### config.mk
export PLATFORM = sky130hd
export DESIGN_NAME = uart_frame_parser
export DESIGN_NICKNAME = d
export VERILOG_FILES = /design/src/rtl/uart_pkg.sv /design/src/rtl/uart_frame_buf.sv /design/src/rtl/uart_frame_parser.sv
export SDC_FILE = /design/constraint.sdc
export NUM_CORES = 1
export LEC_CHECK = 0
export CORE_ASPECT_RATIO = 0.7
export CORE_UTILIZATION = 61
export DETAILED_ROUTE_END_ITERATION = 7
export PLACE_DENSITY = 0.79
export REMOVE_ABC_BUFFERS = 1
export SLEW_MARGIN = 20
export SYNTH_ARGS = -nofsm -noshare
export SYNTH_HDL_FRONTEND = slang
export SYNTH_SLANG_ARGS = --single-unit
### constraint.sdc
create_clock -name clk -period 3.1 [get_ports clk]
set_input_delay 0.62 -clock clk [delete_from_list [all_inputs] [get_ports clk]]
set_output_delay 0.62 -clock clk [all_outputs]
set_load 0.005 [all_outputs]
### src/rtl/uart_pkg.sv
// Shared definitions for the UART receive path: default framing byte, error codes, parser states.
package uart_pkg;

  localparam logic [7:0] SOF_DEFAULT = 8'hA5;

  localparam logic [1:0] ERR_TIMEOUT = 2'd0;
  localparam logic [1:0] ERR_LEN     = 2'd1;
  localparam logic [1:0] ERR_CSUM    = 2'd2;
  localparam logic [1:0] ERR_OVERRUN = 2'd3;

  typedef enum logic [2:0] {
    S_IDLE,
    S_LEN,
    S_PAYLOAD,
    S_CSUM,
    S_DRAIN
  } parser_state_e;

endpackage

### src/rtl/uart_frame_buf.sv
// Payload holding buffer: one write port, one read port whose address is registered.
module uart_frame_buf #(
  parameter int AW = 4
) (
  input  logic          clk,
  input  logic          wr_en,
  input  logic [AW-1:0] wr_addr,
  input  logic [7:0]    wr_data,
  input  logic [AW-1:0] rd_addr,
  output logic [7:0]    rd_data
);

  logic [7:0]    mem [2**AW];
  logic [AW-1:0] rd_addr_q;

  always_ff @(posedge clk) begin
    if (wr_en) begin
      mem[wr_addr] <= wr_data;
    end
    rd_addr_q <= rd_addr;
  end

  assign rd_data = mem[rd_addr_q];

endmodule

### src/rtl/uart_frame_parser.sv
// Parses SOF/LEN/payload/CSUM frames from the UART byte stream and releases verified
// payloads over a valid/ready stream; malformed, stalled or overrunning frames pulse frame_err.
module uart_frame_parser
  import uart_pkg::*;
#(
  parameter int         MAX_LEN      = 16,
  parameter logic [7:0] SOF          = SOF_DEFAULT,
  parameter int         TIMEOUT_CLKS = 100000
) (
  input  logic       clk,
  input  logic       reset,
  input  logic       in_valid,
  input  logic [7:0] in_data,
  output logic       out_valid,
  output logic [7:0] out_data,
  output logic       out_last,
  input  logic       out_ready,
  output logic       frame_ok,
  output logic       frame_err,
  output logic [1:0] err_code
);

  localparam int IDX_W  = $clog2(MAX_LEN + 1);
  localparam int TO_W   = $clog2(TIMEOUT_CLKS + 1);
  localparam int BUF_AW = (MAX_LEN > 1) ? $clog2(MAX_LEN) : 1;
  localparam logic [7:0]      MAX_LEN_B = 8'(MAX_LEN);
  localparam logic [TO_W-1:0] TO_LAST   = TO_W'(TIMEOUT_CLKS - 1);

  parser_state_e    state;
  logic [IDX_W-1:0] len;
  logic [IDX_W-1:0] wr_idx;
  logic [IDX_W-1:0] rd_idx;
  logic [IDX_W-1:0] rd_idx_next;
  logic [7:0]       sum;
  logic [7:0]       csum_total;
  logic [TO_W-1:0]  idle_cnt;
  logic [7:0]       buf_rd_data;
  logic             xfer;
  logic             final_xfer;
  logic             buf_wr_en;
  logic             in_frame;

  assign xfer       = out_valid && out_ready;
  assign final_xfer = xfer && out_last;
  assign buf_wr_en  = (state == S_PAYLOAD) && in_valid;
  assign csum_total = sum + in_data;
  assign in_frame   = (state == S_LEN) || (state == S_PAYLOAD) || (state == S_CSUM);
  assign out_data   = out_valid ? buf_rd_data : 8'h00;

  // The buffer registers this address, so the byte for rd_idx is ready the cycle after it changes.
  always_comb begin
    rd_idx_next = rd_idx;
    if (state == S_CSUM && in_valid) begin
      rd_idx_next = '0;
    end else if (xfer) begin
      rd_idx_next = rd_idx + 1'b1;
    end
  end

  uart_frame_buf #(
    .AW(BUF_AW)
  ) u_buf (
    .clk    (clk),
    .wr_en  (buf_wr_en),
    .wr_addr(wr_idx[BUF_AW-1:0]),
    .wr_data(in_data),
    .rd_addr(rd_idx_next[BUF_AW-1:0]),
    .rd_data(buf_rd_data)
  );

  always_ff @(posedge clk) begin
    if (reset) begin
      state     <= S_IDLE;
      len       <= '0;
      wr_idx    <= '0;
      rd_idx    <= '0;
      sum       <= '0;
      idle_cnt  <= '0;
      out_valid <= 1'b0;
      out_last  <= 1'b0;
      frame_ok  <= 1'b0;
      frame_err <= 1'b0;
      err_code  <= '0;
    end else begin
      frame_ok  <= 1'b0;
      frame_err <= 1'b0;
      err_code  <= '0;
      rd_idx    <= rd_idx_next;

      // A byte arriving in the expiry cycle wins over the timeout.
      if (in_frame && !in_valid) begin
        if (idle_cnt == TO_LAST) begin
          idle_cnt  <= '0;
          frame_err <= 1'b1;
          err_code  <= ERR_TIMEOUT;
          state     <= S_IDLE;
        end else begin
          idle_cnt <= idle_cnt + 1'b1;
        end
      end else begin
        idle_cnt <= '0;
      end

      unique case (state)
        S_IDLE: begin
          if (in_valid && in_data == SOF) begin
            state <= S_LEN;
          end
        end
        S_LEN: begin
          if (in_valid) begin
            if (in_data == 8'h00 || in_data > MAX_LEN_B) begin
              frame_err <= 1'b1;
              err_code  <= ERR_LEN;
              state     <= S_IDLE;
            end else begin
              len    <= in_data[IDX_W-1:0];
              sum    <= in_data;
              wr_idx <= '0;
              state  <= S_PAYLOAD;
            end
          end
        end
        S_PAYLOAD: begin
          if (in_valid) begin
            wr_idx <= wr_idx + 1'b1;
            sum    <= sum + in_data;
            if (wr_idx == len - 1'b1) begin
              state <= S_CSUM;
            end
          end
        end
        S_CSUM: begin
          if (in_valid) begin
            if (csum_total == 8'h00) begin
              frame_ok  <= 1'b1;
              out_valid <= 1'b1;
              out_last  <= (len == IDX_W'(1));
              state     <= S_DRAIN;
            end else begin
              frame_err <= 1'b1;
              err_code  <= ERR_CSUM;
              state     <= S_IDLE;
            end
          end
        end
        S_DRAIN: begin
          // On the final transfer the parser already behaves as IDLE for an incoming byte.
          if (final_xfer) begin
            out_valid <= 1'b0;
            out_last  <= 1'b0;
            state     <= (in_valid && in_data == SOF) ? S_LEN : S_IDLE;
          end else begin
            if (xfer) begin
              out_last <= (rd_idx_next == len - 1'b1);
            end
            if (in_valid) begin
              frame_err <= 1'b1;
              err_code  <= ERR_OVERRUN;
            end
          end
        end
        default: state <= S_IDLE;
      endcase
    end
  end

endmodule

Word level (Yosys, flattened, before mapping). Memory sizes are Yosys's and may differ from the RTL's. A register that Yosys moved wholly into a read port is not among the register bits. Cells that the tools add are included.

Add/subtract/negate cells: 5. Order comparisons: 1. Equality and inequality tests: 16. Multiplexer cells: 51. Bitwise logic cells: 4. Reduce and logical (&&, ||, !) cells: 21.

Operators with widths (count): 8-bit two-way mux (4); 3-bit two-way mux (9); 5-bit two-way mux (5); 1-bit two-way mux (21); 17-bit by 1-bit adder with 17-bit output (second input constant) (1); 17-bit equality test (second input constant) (1); 8-bit logical NOT (2); 8-bit case mux with 2 select lines (1); 3-bit case mux with 5 select lines (1); 4-bit AND reduction (3); 5-bit by 1-bit adder with 5-bit output (second input constant) (2); 5-bit equality test (2); 2-bit two-way mux (5); 2-bit != test (second input constant) (5); 5-bit case mux with 2 select lines (1); 8-bit adder (1); 8-bit equality test (second input constant) (1); 8-bit by 5-bit > comparator with 1-bit output (second input constant) (1); 3-bit by 2-bit equality test with 1-bit output (second input constant) (2); 1-bit logical AND (6); 2-bit case mux with 3 select lines (1); 3-bit OR reduction (2); 5-bit by 1-bit equality test with 1-bit output (second input constant) (1); 5-bit by 1-bit subtractor with 5-bit output (second input constant) (1); 12 further kinds (19).

Bits in registers: 49. Bits in writable memories: 128. Input bits: 12. Output and inout bits: 14. Word-level logic and storage cells: 110. Memories kept: 1.

Memory list: u_buf.mem (depth 16, width 8, rd ports 1, clocked after Yosys merged registers in 1, write ports 1, RTL line uart_frame_buf.sv:13) `logic [7:0] mem [2**AW];`.

Logic depth before layout (Yosys ltp). Gate-level depths: netlist (run 1).

Depth after elaboration: 8. Mapped depth: 8.

By module. A second synthesis (run 1) with hierarchy kept.

Cells, all modules: 573. Area total of the unflattened synthesis: 8030.2 sq um.

By module, submodules not included: uart_frame_buf (times used 1, cells an instance 225, area an instance 5067.4 sq um, sequential area each 3923.8 sq um); uart_frame_parser (times used 1, cells an instance 348, area an instance 2962.8 sq um, sequential area each 980.9 sq um).

Least setup slack after synthesis (run 1). No wires, ideal clock.

Path type: input to register. Start point: input in_data[0]. End point: register out_valid. Setup time: 0.095 ns. Arrival time: 2.599 ns. Required time: 3.005 ns. Path slack: 0.406 ns. Stages on the path: 7. Cells stage by stage: ha_1 > fa_1 > a211oi_1 > o21ba_2 > o221ai_1 > a2111o_1 > a221oi_1.

Longest elaborated chain between the ends: 4.

Ends and longest elaborated chain: start, declared (RTL line uart_frame_parser.sv:13) `input logic [7:0] in_data,`; 8-bit adder (RTL line uart_frame_parser.sv:46) `assign csum_total = sum + in_data;`; 8-bit logical NOT (RTL line uart_frame_parser.sv:135) `if (csum_total == 8'h00) begin`; 2-bit by 1-bit != test with 1-bit output (no source line); 4-bit AND reduction (no source line); end signal, assigned (RTL line uart_frame_parser.sv:79) `out_valid <= 1'b0;`; end signal, assigned (RTL line uart_frame_parser.sv:137) `out_valid <= 1'b1;`; end signal, assigned (RTL line uart_frame_parser.sv:150) `out_valid <= 1'b0;`; end, declared (RTL line uart_frame_parser.sv:14) `output logic out_valid,`.

No other way between the ends. A chain may end at the register's enable or synchronous reset.

==> results of run 1 <==
[path summary, 6_finish.rpt]
path,slack [ps],start,end
max,30,flip-flop,out_data[2]
min,480,idle_cnt[0]$_SDFF_PP0_,idle_cnt[0]$_SDFF_PP0_
max reg2reg,550,sum[0]$_SDFFE_PP0P_,out_valid$_SDFFE_PP0P_
min reg2reg,480,idle_cnt[0]$_SDFF_PP0_,idle_cnt[0]$_SDFF_PP0_
[sequential cells by signal, indices dropped and copies added, names as in the netlist, named ones only]
register / flops
u_buf.mem: 128
idle_cnt: 17
sum: 8
len: 5
rd_idx: 5
wr_idx: 5
state: 3
err_code: 2
frame_err: 1
frame_ok: 1
out_last: 1
out_valid: 1
[power breakdown]
part / internal (mW) / switching, mW
logic: 0.0399 / 0.0710
clock network: 1.13 / 0.969
registers: 2.58 / 0.0000611
[through the flow]
step                cells  instance area [um2]  hold WS (ps)  total power, mW
global placement      775                 8710           426             2.74
CTS                   817                 9430           478             4.80
detailed placement    775                 8710           470             2.74
finish                821                 9440           483             4.79
floorplan             541                 7870           418             2.66
global route          821                 9440           492             4.91
[logic make-up (layout without fill, tap and decap cells)]
kind of cell / Yosys count / in the layout
AOI/OAI and AO/OA: 59 / 59
xor gates and xnor gates: 34 / 34
adders and majority gates: 16 / 16
buffers and inverters: 38 / 131
DFF: 181 / 181
muxes: 50 / 50
and+or+nand+nor: 188 / 188
[cell type report]
type                       count  area [um2]
sequential                   181        4910
fill                         745        3150
multi-input combinational    347        2930
timing repair buffer          86         778
clock buffer                  17         425
tap                          162         203
clock inverter                15         148
inverter                      13        48.8
[layer usage]
layer | vias up | GRT usage (%) | part of all wire [%]
met5 | - | 0 | 0
met4 | 0 | 9.85 | 2.5
met3 | 47 | 5.96 | 9.1
met2 | 349 | 50.5 | 47
met1 | 2698 | 42.3 | 41
li1 | 2327 | - | -
[layout by cell type, fill, tap and decap left out, types with 13 or more instances in the layout]
master and instances:
inv_1 13, dfxtp_1 52, nor2_1 61, clkbuf_16 17, nand2_1 28, ha_1 15
buf_4 49, xor2_1 17, nor3_1 15, mux4_2 40, edfxtp_1 128, clkdlybuf4s50_1 17
xnor2_1 16, a21oi_1 17, nand3_1 18
[timing repair]
action,in CTS,in global routing
endpoints found under the setup margin,8,12
gates resized for setup,31,12
gates cloned,2,0
setup buffers,8,6
==> impl_results.md, run 1 <==
* Status: finished, violations left
* Failing checks: design-rule violations
* Endpoints failing setup at 0
* Cells after Synth at 566
* Rows at 34
* Drc violations at 4
* Syn Std Cell Area at 7960 um2
* Clk root buf: clkbuf_16
* Gr usage total at 30.9%
* RSZ-0062 raised after global routing: true
* Multiplexer share of the synthesized area at 12.6%
* CP most frequent cell: mux4_2
* Seq/Total Area, Yosys at 61.6%
* Die width at 139 um
* Slew Viols, Final at 0
* Synth Area in Compound Gates at 5.23%
* Crit path kind: flip-flop to output port
* Via-to-Cell Ratio at 6.60
* Initial Util at 63.2%
* Period minus WS final at 3070 ps
* XOR/XNOR Fraction of Synth Area at 3.93%
* H-tree depth at 4
* Final Hold Vio Count at 0
* Global-route wire length before repair at 30.5 mm
* Clk_lat worst skew at 430 ps
* Top-count cell post-synth: edfxtp_1
* Reg2Reg Depth at 7
* Pleak at 3.18 nW
* Slowest Stage Delay on Critical Path at 500 ps
* F_max at 326 MHz
* Syn avg cell area at 14.1 um2
* Slew @ Worst Pin at 927 ps
* Async S/R FF share, synth at 0%
* Util after Layout at 75.0%
* Critical Path Source Type: flip-flop
* Post-synth EDFFs at 128
* Worst hold path depth at 1
* Top_reg_cell synth: edfxtp_1
* Crit. path cell count at 7
* HPWL after detailed placement at 12.7 mm
* Synth cell count leaders: edfxtp_1 (128), nor2_1 (61), dfxtp_1 (53)
* Reg clk slew, reported paths at 70 ps
* CTS tree: yes
* Final Wtd Congestion at 0.895
* Yosys warning count at 0
* Synth area leaders: edfxtp_1 (48%), dfxtp_1 (13%), mux4_2 (11%)
* Hold Crit Class: flip-flop to flip-flop
* Clock buffer depth at 2
* Vias post-DR at 5421
* Setup Skew at 9.68 ps
* Initial antenna violation count at 0
* I/O Buffers at 25
* Adder-Cell Fraction of Synth Area at 2.61%
* DIE AREA at 13500 um2
* Crit-path max FO at 8
* WP data required at 2480 ps
* P&R area growth vs syn at 18.5%
* Post-synthesis register bit count at 181
* Hold Buf Count CTS at 0
* Max Cap Violations at 0
* Slowest cell on crit path: mux4_2
* Final period util at 99.0%
* Critical Path Sink Type: output port
* Vias in the first global route at 5342
* Io pins at 26
* Largest family of logic cells by synthesized area: multiplexers
* Area leader, netlist: edfxtp_1
* VDD IR max at 0.454 mV
* Crit path arrival time at 2450 ps
* Synth top area share at 48.3%
* Buf/Inv on CP at 4
* Final net count at 674
* TritonCTS Sinks at 181
* Pre-antenna DRT Iters at 8
* Final worst setup slack at 31.5 ps
* Largest net degree at the start of global routing at 33
* Layout cells sized above 1 at 23.8%
* TritonCTS buffer count at 17
* Final wirelength at 19.8 mm
* Die Y at 97.6 um
* Power Density at 507 nW/um2
* Post-route setup TNS at 0 ps
* Detail Route Antenna Nets at 0
* Crit-path cells: buf_6, buf_12, buf_4, mux4_2, mux4_2, and2_4, buf_2
* GR Overflow Total at 0
* Synth Area in Simple Gates at 12.2%
* Antenna diodes at 0
* DR iter-0 viols at 660
* WL/cell at 24.1 um
* Core Area at 12600 um2
* Max_slew headroom at 38.1%
* Cell variety after synth at 62
* Place WS at -337 ps
* CP top delay family: multiplexers
(Power assumes the default switching activity.)
==> inputs of run 2 (changes only) <==
--- a/config.mk
+++ b/config.mk
@@ -5,10 +5,11 @@
 export SDC_FILE = /design/constraint.sdc
 export NUM_CORES = 1
 export LEC_CHECK = 0
-export CORE_ASPECT_RATIO = 0.7
+export CORE_ASPECT_RATIO = 2
 export CORE_UTILIZATION = 61
 export DETAILED_ROUTE_END_ITERATION = 7
 export PLACE_DENSITY = 0.79
+export RECOVER_POWER = 50
 export REMOVE_ABC_BUFFERS = 1
 export SLEW_MARGIN = 20
 export SYNTH_ARGS = -nofsm -noshare
==> impl_results.md, run 2 (same netlist as run 1, synthesis figures left out) <==
* Status: completed
* Setup Skew at 10.8 ps
* Period minus WS final at 3070 ps
* Reg clk slew, reported paths at 70 ps
* WP data required at 2480 ps
* Clock buffer depth at 2
* Util after Layout at 74.5%
* Hold Crit Class: flip-flop to flip-flop
* Final Wtd Congestion at 0.868
* H-tree depth at 4
* Crit path kind: flip-flop to output port
* GR Overflow Total at 0
* Pleak at 3.15 nW
* TritonCTS buffer count at 17
* DIE AREA at 13500 um2
* Vias in the first global route at 5433
* Slew Viols, Final at 0
* TritonCTS Sinks at 181
* F_max at 326 MHz
* Crit path arrival time at 2450 ps
* HPWL after detailed placement at 12.6 mm
* Detail Route Antenna Nets at 0
* Gr usage total at 31.3%
* I/O Buffers at 25
* Cell count after placement at 757
* Max FFs per register at 128
* Final wirelength at 19.1 mm
* Final net count at 673
* Antenna diodes at 0
* Final period util at 99.0%
* Max Cap Violations at 0
* Max_slew headroom at 35.4%
* Slew @ Worst Pin at 969 ps
* Non-filler instance count after layout at 808
* Hold Buf Count CTS at 0
* Via-to-Cell Ratio at 6.40
* Initial antenna violation count at 0
* Reg with most FFs: u_buf.mem
* Drc violations at 0
* Die Y at 164 um
* Largest net degree at the start of global routing at 33
* Global-route wire length before repair at 29.5 mm
* WL/cell at 23.7 um
* Layout cells sized above 1 at 23.4%
* Most frequent cells in the layout: edfxtp_1 (128), nor2_1 (61), dfxtp_1 (52), buf_4 (42), mux4_2 (40)
* RSZ-0062 raised after global routing: true
* Critical Path Source Type: flip-flop
* Final Hold Vio Count at 0
* Endpoints failing setup at 0
* Critical Path Sink Type: output port
* Commonest non-fill, non-tap cell in the layout: edfxtp_1
* P&R area growth vs syn at 18.2%
* Crit-path max FO at 8
* Rows at 58
* Io pins at 26
* Clk_lat worst skew at 430 ps
* DR iter-0 viols at 350
* Pre-antenna DRT Iters at 5
* Die width at 82.8 um
* VDD IR max at 0.453 mV
* CTS tree: yes
* Top flop regs: u_buf.mem: 128 flops, idle_cnt: 17 flops, sum: 8 flops
* Power Density at 508 nW/um2
* Clk root buf: clkbuf_16
* Core Area at 12600 um2
* Initial Util at 63.1%
* Number of fill cells at 776
* Vias post-DR at 5175
## run 2: cell types whose count changed in the layout (fill, tap and decap cells not counted), sizes merged
cell,before,now
bufinv,1,0
clkdlybuf4s15,2,0
dlygate4sd3,0,7
clkinv,4,7
clkbuf,20,30
clkdlybuf4s50,17,10
buf,64,55
clkinvlp,3,1
## run 2: per-stage QoR
step | power [mW] | hold WS, ps | instance area (um2) | worst slack, ps | setup TNS [ps]
after floorplan | 2.66 | 418 | 7870 | -229 | -1830
after global placement | 2.74 | 429 | 8660 | -186 | -657
after detailed placement | 2.74 | 441 | 8660 | -239 | -900
after CTS | 4.79 | 458 | 9520 | -66.3 | -319
after global routing | 4.88 | 497 | 9410 | -27.5 | -135
final | 4.78 | 455 | 9410 | 29.9 | 0
## run 2: final timing paths
check                               from                endpoint  slack (ps)  depth (start not counted)
setup / recovery               flip-flop             out_data[5]          30                          7
hold / removal    idle_cnt[0]$_SDFF_PP0_  idle_cnt[0]$_SDFF_PP0_         450                          1
setup reg to reg     sum[0]$_SDFFE_PP0P_  out_valid$_SDFFE_PP0P_         500                          8
hold reg to reg   idle_cnt[0]$_SDFF_PP0_  idle_cnt[0]$_SDFF_PP0_         450                          1
## run 2: report_power, final
group / switching (mW) / internal, mW / leakage [nW]
clock network: 1.02 / 1.08 / 0.286
logic: 0.0691 / 0.0351 / 1.29
registers: 0.0000603 / 2.58 / 1.58
## run 2: area by class of cell
type	instances	area, um2	share of cell area [%]
sequential	181	4910	52.2
multi-input combinational	347	2950	31.4
timing repair buffer	85	723	7.68
clock buffer	17	425	4.52
tap	150	188	1.99
clock inverter	15	164	1.74
inverter	13	48.8	0.518
## run 2: critical path: stages (launching register included)
cell	delay, ps
dfxtp_4	390
buf_6	130
buf_16	130
buf_4	110
mux4_2	500
mux4_2	490
and2_1	170
clkbuf_2	110
## run 2: routing by layer
| layer | vias to the layer above | share of wire, % | GRT usage (%) |
|---|---|---|---|
| met2 | 210 | 56 | 56.7 |
| met5 | - | 0 | 0 |
| met1 | 2584 | 34 | 32.8 |
| met3 | 55 | 4.4 | 5.31 |
| li1 | 2326 | - | - |
| met4 | 0 | 4.8 | 17.4 |
## run 2: repair_timing
action	CTS	global route
pin swaps	0	1
endpoints found under the setup margin	8	8
setup buffers	18	1
gates cloned	3	0
gates resized for setup	35	9
